--- src/rtl/uart_rx_frontend.sv ---
// uart_rx_frontend: 8N1 UART receiver. It synchronises the rx pin, qualifies the
// start bit at mid-bit, samples each data bit at its centre, checks the stop bit,
// and emits single-cycle byte/frame-error strobes for the receive FIFO.
//
// Handshake: valid is a one-cycle write strobe with no ready. The consumer (FIFO)
// must take data in that cycle or drop it; the receiver never stalls.
module uart_rx_frontend #(
   parameter int CLKS_PER_BIT = 104
) (
   input  logic       clk,
   input  logic       reset,
   input  logic       rx,
   output logic [7:0] data,
   output logic       valid,
   output logic       frame_err,
   output logic       busy,
   output logic [2:0] dbg_state
);

   localparam int CW = $clog2(CLKS_PER_BIT);
   localparam logic [CW-1:0] HALF_M1 = CW'(CLKS_PER_BIT / 2 - 1);
   localparam logic [CW-1:0] FULL_M1 = CW'(CLKS_PER_BIT - 1);

   typedef enum logic [2:0] {
      S_IDLE  = 3'd0,
      S_START = 3'd1,
      S_DATA  = 3'd2,
      S_STOP  = 3'd3,
      S_BREAK = 3'd4
   } state_t;

   logic          rx_meta_q;
   logic          rx_s_q;
   state_t        state_q;
   logic [CW-1:0] cnt_q;
   logic [2:0]    idx_q;
   logic [7:0]    shift_q;
   logic [7:0]    data_q;
   logic          valid_q;
   logic          frame_err_q;

   // Two-flop synchroniser; both flops reset high so the line reads idle.
   always_ff @(posedge clk or posedge reset) begin
      if (reset) begin
         rx_meta_q <= 1'b1;
         rx_s_q    <= 1'b1;
      end else begin
         rx_meta_q <= rx;
         rx_s_q    <= rx_meta_q;
      end
   end

   // Receive FSM: bit timing, sampling, shift register and registered strobes.
   always_ff @(posedge clk or posedge reset) begin
      if (reset) begin
         state_q     <= S_IDLE;
         cnt_q       <= '0;
         idx_q       <= '0;
         shift_q     <= '0;
         data_q      <= '0;
         valid_q     <= 1'b0;
         frame_err_q <= 1'b0;
      end else begin
         valid_q     <= 1'b0;
         frame_err_q <= 1'b0;
         case (state_q)
            S_IDLE: begin
               if (!rx_s_q) begin
                  state_q <= S_START;
                  cnt_q   <= '0;
               end
            end
            S_START: begin
               if (cnt_q == HALF_M1) begin
                  // A line that is high again at mid start bit was a glitch.
                  if (rx_s_q) begin
                     state_q <= S_IDLE;
                  end else begin
                     state_q <= S_DATA;
                     cnt_q   <= '0;
                     idx_q   <= '0;
                  end
               end else begin
                  cnt_q <= cnt_q + CW'(1);
               end
            end
            S_DATA: begin
               if (cnt_q == FULL_M1) begin
                  // LSB arrives first, so shifting right leaves it in bit 0.
                  shift_q <= {rx_s_q, shift_q[7:1]};
                  cnt_q   <= '0;
                  idx_q   <= idx_q + 3'd1;
                  if (idx_q == 3'd7) begin
                     state_q <= S_STOP;
                  end
               end else begin
                  cnt_q <= cnt_q + CW'(1);
               end
            end
            S_STOP: begin
               if (cnt_q == FULL_M1) begin
                  if (rx_s_q) begin
                     data_q  <= shift_q;
                     valid_q <= 1'b1;
                     state_q <= S_IDLE;
                  end else begin
                     frame_err_q <= 1'b1;
                     state_q     <= S_BREAK;
                  end
               end else begin
                  cnt_q <= cnt_q + CW'(1);
               end
            end
            S_BREAK: begin
               // Wait out a held-low line so it reports only one framing error.
               if (rx_s_q) begin
                  state_q <= S_IDLE;
               end
            end
            default: begin
               state_q <= S_IDLE;
            end
         endcase
      end
   end

   assign data      = data_q;
   assign valid     = valid_q;
   assign frame_err = frame_err_q;
   assign busy      = (state_q != S_IDLE);
   assign dbg_state = state_q;

endmodule

--- config.mk ---
export PLATFORM = sky130hd
export DESIGN_NAME = uart_rx_frontend
export DESIGN_NICKNAME = d
export VERILOG_FILES = /design/src/rtl/uart_rx_frontend.sv
export SDC_FILE = /design/constraint.sdc
export NUM_CORES = 1
export LEC_CHECK = 0
export BUFFER_PORTS_ARGS = -buffer_cell sky130_fd_sc_hd__buf_2
export CORE_MARGIN = 10
export CORE_UTILIZATION = 59
export CTS_BUF_LIST = sky130_fd_sc_hd__clkbuf_4 sky130_fd_sc_hd__clkbuf_8
export CTS_CLUSTER_DIAMETER = 200
export DETAILED_ROUTE_END_ITERATION = 6
export PLACE_DENSITY = 0.78
export RECOVER_POWER = 50
export SLEW_MARGIN = 10
export SYNTH_ARGS = -nofsm -noshare
export SYNTH_HDL_FRONTEND = slang
export SYNTH_SLANG_ARGS = --single-unit
--- constraint.sdc ---
create_clock -name clk -period 2.5 [get_ports clk]
set_clock_uncertainty 0.2 [all_clocks]
set_input_delay 0.5 -clock clk [delete_from_list [all_inputs] [get_ports clk]]
set_output_delay 0.5 -clock clk [all_outputs]
set_load 0.005 [all_outputs]
Word-level counts from Yosys, hierarchy flattened
Index checks and enable logic that the tools add are counted.

storage, ports and cells
  flip-flop bits (word level) = 33
  input bits = 3
  output and inout bits = 14
  logic and storage cells = 59

operators by class
  add/subtract/negate cells = 2
  equal/unequal tests = 15
  mux-type cells = 24
  reductions and logical operators = 9

operator list
  kind                                            number
  two-way mux 3 bit                               10
  two-way mux 7 bit                               4
  case mux 7 bit (4 select lines)                 1
  inequality test 2 bit (second input constant)   8
  case mux 3 bit (5 select lines)                 1
  adder 7 x 1 -> 7 bit (second input constant)    1
  == test 7 x 6 -> 1 bit (second input constant)  1
  == test 7 bit (second input constant)           1
  == test 3 x 2 -> 1 bit (second input constant)  2
  == test 3 bit (second input constant)           2
  two-way mux 1 bit                               6
  case mux 3 bit (2 select lines)                 1
  AND reduction 6 bit                             1
  AND reduction 2 bit                             2
  AND reduction 4 bit                             1
  nonzero test 4 bit                              1
  adder 3 x 1 -> 3 bit (second input constant)    1
  == test 3 x 1 -> 1 bit (second input constant)  1
  zero test 3 bit                                 1
  AND reduction 3 bit                             1
  nonzero test 3 bit                              1
  two-way mux 2 bit                               1
  nonzero test 2 bit                              1

Longest topological paths before layout
Gate-level depths: netlist of the first run.

  depth after elaboration = 4
  mapped depth = 5
  mapped depth without buffers = 5

Worst setup path before layout of the first run
Ideal clock, no wire load.

  path type = reg-to-reg
  start point = reg cnt_q[0]
  end point = reg cnt_q[3]
  library setup time = 126 ps
  arrival time = 1691 ps
  path slack = 483 ps
  stages on the path, launching flop included = 6
  period minus slack after synthesis = 2017 ps
  cells stage by stage = dfrtp_1 ha_1 and2_0 a41o_4 a31o_4 a221o_1

on the way
  word-level cells in the longest chain between the ends = 3
  elaborated cells on any way between the ends = 9
  classes of those cells = add/sub: 1; eq/ne: 3; mux: 4; reduce/logical: 1

ends and longest elaborated chain
  item                                                                           line         RTL
  start, declared                                                                35           logic [CW-1:0] cnt_q;
  start signal, assigned                                                         84           cnt_q <= cnt_q + CW'(1);
  start signal, assigned                                                         97           cnt_q <= cnt_q + CW'(1);
  start signal, assigned                                                         111          cnt_q <= cnt_q + CW'(1);
  adder 7 x 1 -> 7 bit (tied with other cells)                                   84, 97, 111
  two-way mux 7 bit (tied with other cells)                                      101          if (cnt_q == FULL_M1) begin
  case mux 7 bit (4 select lines) / AND reduction 2 bit (equally long branches)  -

Parallel ways exist; a longest one is shown, timed or not. The select of a mux whose other input is x is not followed.
A chain may end at the register's enable or synchronous reset.

Final worst setup path of the first run
Same ends and word-level chain as after synthesis.

==> impl_results.md, run 1 <==
* CP Cell Sequence: ha_1 > and2_0 > a41o_4 > a31o_4 > a221o_1
* Hold_ws at 54.2 ps
* Status: finished with violations
* Critical path buffers and inverters at 0
* FF-to-FF Start: cnt_q[0]
* Pwr/cell area at 539 nW/µm²
* Clock buffer depth at 2
* Tcrit/Tclk final at 86.0%
* Final hold violations at 0
* Clk slew on worst S/H paths at 100 ps
* Synth cell types at 46
* CTS Hold Bufs at 0
* Placer Congestion at 0.868
* Layout cells sized above 1 at 35.1%
* Slew @ Worst Pin at 1680 ps
* Maximum VDD drop at 480 µV
* Worst EP required at 2520 ps
* CP peak stage delay at 410 ps
* Drt drc at 0
* Worst EP arrival at 2170 ps
* Top delay family on crit path: compound AO/OA/AOI/OAI gates
* Largest net degree at the start of global routing at 34
* Slowest-stage cell, CP: dfrtp_1
* Crit start category: flop
* Ranking of synthesized cells by area: dfrtp_1 48%, mux2_2 13%, dfstp_2 3.3%, ha_1 2.3%, nand2_1 2.1%
* Worst R2R End: cnt_q[3]
* Later-pin clock latency in the skew report at 330 ps
* Maxcap violations at 1
* Iter 0 DRT Violations at 60
* Class of the worst hold path: in2reg
* Cell type with the highest aggregate area in the netlist: dfrtp_1
* CTS Buf Count at 5
* Post-synth EDFFs at 0
* Global-route wire length before repair at 5.14 mm
* Leak pwr at 0.000903 µW
* Fin cells at 184
* Via Count at 1124
* Setup Crit Path Kind: reg2reg
* Core ar. at 2540 µm²
* Post-synthesis sequential area ratio at 51.7%
* Num rows at 18
* DR WL/cell at 16.3 µm
* Inst Count DP at 176
* CTS sink count at 33
* CTS tree: built
* Commonest cells in the netlist: 31 x dfrtp_1, 18 x mux2_2, 9 x nand2_1, 9 x nor2_1, 5 x inv_1
* DP Wirelength at 2.15 mm
* Antenna violations before repair at 0
* Syn-to-layout area delta at 12.0%
* Syn Inst Count at 132
* Worst hold path stage count at 1
* Nets@finish at 159
* Vias in the first global route at 1132
* Tot GR Track Use at 12.1%
* YS warnings at 0
* Post-Syn Area at 1600 µm²
* Pre-antenna DRT Iters at 4
* Failing checks: max-capacitance violations, max-slew violations
* R2R cell count at 5
* Yosys reg bits at 33
* Hold Path Sink: rx_meta_q
* Min Tclk post-route at 2150 ps
* Number of setup violations in the final report at 0
* Chip Width at 72.1 µm
* H-tree Lvls at 2
* # port buffers at 16
* Fillers at 178
* Syn nets at 138
* Async SR Flop Fraction at 100%
* Max-slew headroom at -12.0%
* Overflow after GRT at 0
* N_diodes at 0
* Root Buffer: clkbuf_4
* Final WL at 3.00 mm
* Top Ports at 17
* Die Y at 72.1 µm
* Final slew viol count at 34
* Crit-path max FO at 6
* Syn avg cell area at 12.1 µm²
* Final ANT Viol Nets at 0
* Avg Vias per Cell at 6.11
* Fmax at 465 MHz
* Ys flop type: dfrtp_1
* CP endpoint kind: flop
* Setup tns final at 0 ps
* Initial Util at 63.0%
* Post-layout util at 70.6%
* Yosys top cell area share at 48.4%
* Setup bufs post-CTS at 0
* Hold path start: rx
* Post_cts resized at 0
* RSZ-0062 raised after global routing: no
* Most numerous cell in the Yosys netlist: dfrtp_1
* Die outline area at 5200 µm²
* R2r setup slk at 350 ps
==> layer usage <==
layer / part of all wire [%] / track usage [%] / up-vias
li1: - / - / 531
met1: 43 / 14.1 / 551
met2: 48 / 20.0 / 39
met3: 7.4 / 4.22 / 3
met4: 1.1 / 4.52 / 0
met5: 0 / 0 / -
==> worst reg2reg max path: cells and delay by family, from the launching register on <==
kind                     cells  cell delay, ps
adder cells (fa/ha/maj)      1             260
AND/OR/NAND/NOR              1             270
flip-flops                   1             410
AO/OA/AOI/OAI                3             910
==> logic make-up (layout without fill, tap and decap cells) <==
logic type,Yosys count,after routing,share of synthesized area (%)
buffers and inverters,12,34,3.75
DFF,33,33,51.7
muxes,18,18,12.6
xor gates and xnor gates,2,2,1.09
and+or+nand+nor,32,32,11.7
AOI/OAI and AO/OA,32,32,16.8
adders and majority gates,3,3,2.34
==> power breakdown <==
group | internal [µW] | leakage [µW] | switching [µW]
logic | 1.79 | 0.000419 | 10.2
registers | 537 | 0.000439 | 3.24
clock network | 238 | 0.0000445 | 178
total | 776 | 0.000903 | 192
==> layout by cell type, fill, tap and decap left out, types with 3 or more instances in the layout <==
cell type and n:
inv_1 5, mux2_2 18, nand2_1 9, clkbuf_4 5, nor2_1 9, clkbuf_1 6
ha_1 3, a21oi_1 4, buf_4 4, dfrtp_1 31, a22o_1 3, o21ai_0 3
buf_2 11
==> worst max path at each step <==
stage          startpoint        to  slack (ps)  cells past startpoint
2_1_floorplan    cnt_q[0]  cnt_q[3]         480                      5
3_3_place_gp     cnt_q[0]  cnt_q[3]         430                      5
3_5_place_dp     cnt_q[0]  cnt_q[3]         390                      5
4_1_cts          cnt_q[0]  cnt_q[3]         370                      5
5_1_grt             reset  cnt_q[0]         200                      3
6_report         cnt_q[0]  cnt_q[3]         350                      5
==> flip-flops by register name (all words and copies together), names as in the netlist, 3 cells and up <==
register and flops:
shift_q 8, dbg_state 3, idx_q 3, cnt_q 7, data 8
==> through the flow <==
| stage | power [µW] | area (µm²) | setup WS, ps |
|---|---|---|---|
| after floorplan | 558 | 1600 | 483 |
| after global placement | 563 | 1720 | 431 |
| after detailed placement | 564 | 1720 | 388 |
| after CTS | 982 | 1810 | 367 |
| after global routing | 1000 | 1800 | 200 |
| final | 967 | 1800 | 349 |
==> cell type report <==
| cell class | instances | area, µm² | area share [%] |
|---|---|---|---|
| Multi-Input combinational cell | 87 | 714 | 39.8 |
| Timing Repair Buffer | 21 | 108 | 5.99 |
| Clock inverter | 2 | 37.5 | 2.09 |
| Sequential cell | 33 | 828 | 46.1 |
| Inverter | 5 | 18.8 | 1.05 |
| Tap cell | 30 | 37.5 | 2.09 |
| Clock buffer | 6 | 51.3 | 2.86 |
No activity file was read; power rests on OpenSTA's default activity.
==> run 2: changes to the inputs <==
--- a/config.mk
+++ b/config.mk
@@ -6,12 +6,11 @@
 export NUM_CORES = 1
 export LEC_CHECK = 0
 export BUFFER_PORTS_ARGS = -buffer_cell sky130_fd_sc_hd__buf_2
-export CORE_MARGIN = 10
-export CORE_UTILIZATION = 59
+export CORE_UTILIZATION = 45
 export CTS_BUF_LIST = sky130_fd_sc_hd__clkbuf_4 sky130_fd_sc_hd__clkbuf_8
 export CTS_CLUSTER_DIAMETER = 200
 export DETAILED_ROUTE_END_ITERATION = 6
-export PLACE_DENSITY = 0.78
+export PLACE_DENSITY = 0.62
 export RECOVER_POWER = 50
 export SLEW_MARGIN = 10
 export SYNTH_ARGS = -nofsm -noshare
==> impl_results.md, run 2 (synthesized netlist as in run 1, its figures left out) <==
* Status: finished with violations
* Failing checks: max-capacitance violations, max-slew violations
* # port buffers at 16 (unchanged)
* Later-pin clock latency in the skew report at 330 ps (about the same)
* Crit-path max FO at 6 (unchanged)
* Worst EP arrival at 2150 ps (-20 ps)
* DR WL/cell at 14.6 µm (-10%)
* Final WL at 2.91 mm (-2.9%)
* Crit start category: flop
* Power Total at 978 µW (+1.1%)
* Die Y at 61.7 µm (-14%)
* Most frequent cells in the layout: 31 x dfrtp_1, 18 x mux2_2, 12 x buf_2
* CTS Hold Bufs at 0 (unchanged)
* Tot GR Track Use at 18.5% (+6.3 points)
* Clock buffer depth at 2 (unchanged)
* H-tree Lvls at 2 (unchanged)
* CP peak stage delay at 410 ps (about the same)
* Final worst setup slack at 372 ps (+22.9 ps)
* Via Count at 1104 (-1.8%)
* Die outline area at 3800 µm² (-27%)
* Nets@finish at 158 (-0.63%)
* Maximum VDD drop at 355 µV (-26%)
* Root Buffer: clkbuf_4
* CTS tree: built
* Num rows at 21 (+3)
* Placer Congestion at 0.861 (-0.77%)
* Slew @ Worst Pin at 1680 ps (-1.92 ps)
* Max-slew headroom at -11.9% (+0.13 points)
* Setup tns final at 0 ps (unchanged)
* Number of setup violations in the final report at 0 (unchanged)
* Initial Util at 47.7% (-15 points)
* N_diodes at 0 (unchanged)
* Final hold violations at 0 (unchanged)
* Iter 0 DRT Violations at 115 (+92%)
* Vias in the first global route at 1005 (-11%)
* Top delay family on crit path: compound AO/OA/AOI/OAI gates
* Global-route wire length before repair at 4.78 mm (-7.0%)
* CP Cell Sequence: ha_1 > and2_0 > a41o_4 > a31o_4 > a221o_1
* Pre-CTS setup slack at 402 ps (+13.8 ps)
* Pre-antenna DRT Iters at 4 (unchanged)
* Fillers at 333 (+87%)
* Commonest non-fill, non-tap cell in the layout: dfrtp_1
* RSZ-0062 raised after global routing: no
* Final ANT Viol Nets at 0 (unchanged)
* Setup Crit Path Kind: reg2reg
* Critical path buffers and inverters at 0 (unchanged)
* Largest net degree at the start of global routing at 34 (unchanged)
* Fin cells at 199 (+8.2%)
* Setup bufs post-CTS at 0 (unchanged)
* Pwr/cell area at 541 nW/µm² (+0.33%)
* Antenna violations before repair at 0 (unchanged)
* Avg Vias per Cell at 5.55 (-9.2%)
* Class of the worst hold path: in2reg
* Syn-to-layout area delta at 12.9%
* Post_cts resized at 0 (unchanged)
* Final slew viol count at 34 (unchanged)
* Core ar. at 3360 µm² (+32%)
* Clk slew on worst S/H paths at 100 ps (about the same)
* CP endpoint kind: flop
* Maxcap violations at 1 (unchanged)
* CTS sink count at 33 (unchanged)
* Worst EP required at 2520 ps (about the same)
* DP Wirelength at 2.01 mm (-6.6%)
* Leak pwr at 0.000906 µW (+0.38%)
* Chip Width at 61.7 µm (-14%)
* Slowest-stage cell, CP: dfrtp_1
* Top Ports at 17 (unchanged)
* CTS Buf Count at 5 (unchanged)
* Drt drc at 0 (unchanged)
* Min Tclk post-route at 2130 ps (-22.9 ps)
* Fmax at 470 MHz (+1.1%)
* Layout cells sized above 1 at 35.3% (+0.23 points)
* Inst Count DP at 191 (+8.5%)
* Tcrit/Tclk final at 85.1% (-0.92 points)
* Overflow after GRT at 0 (unchanged)
==> run 2: stage by stage <==
| stage | hold slack (ps) | utilization (%) | instance area [µm²] |
|---|---|---|---|
| 5_1_grt | 33.1 | 53.8 | 1810 |
| 3_5_place_dp | 150 | 51.4 | 1730 |
| 3_3_place_gp | 148 | 51.4 | 1730 |
| 6_report | 60.0 | 53.8 | 1810 |
| 4_1_cts | 25.3 | 54.1 | 1820 |
| 2_1_floorplan | 145 | - | 1600 |
==> run 2: power breakdown <==
group | internal [µW] | total, µW | switching [µW]
clock network | 250 | 426 | 177
logic | 1.79 | 12.0 | 10.2
registers | 536 | 540 | 3.18
==> run 2: path summary, 6_finish.rpt <==
path                           start    endpoint  slack (ps)  cells after the start
setup reg to reg            cnt_q[0]    cnt_q[3]         370                      5
max in group asynchronous      reset  shift_q[6]         600                      3
hold reg to reg            rx_meta_q      rx_s_q         160                      0
hold / removal                    rx   rx_meta_q          60                      1
min in group asynchronous      reset    cnt_q[6]         540                      3
setup / recovery            cnt_q[0]    cnt_q[3]         370                      5
==> run 2: cell type report <==
type / count / area [µm²] / area share (%)
clock inverters: 1 / 30.0 / 1.66
clock buffers: 7 / 58.8 / 3.25
well taps: 46 / 57.6 / 3.18
multi-input cells: 87 / 714 / 39.5
inverters: 5 / 18.8 / 1.04
repair buffers: 20 / 101 / 5.60
flip-flops and latches: 33 / 828 / 45.8
==> run 2: routing by layer <==
metal	part of all wire (%)	track usage, %	vias up
met5	0	0	-
met4	2.1	9.52	0
met3	5.3	6.09	5
met2	46	26.9	25
met1	46	24.6	544
li1	-	-	530
==> run 2: worst reg2reg max path: stages, from the launching register on <==
cell	delay, ps
dfrtp_1	410
ha_1	270
and2_0	260
a41o_4	320
a31o_4	220
a221o_1	330
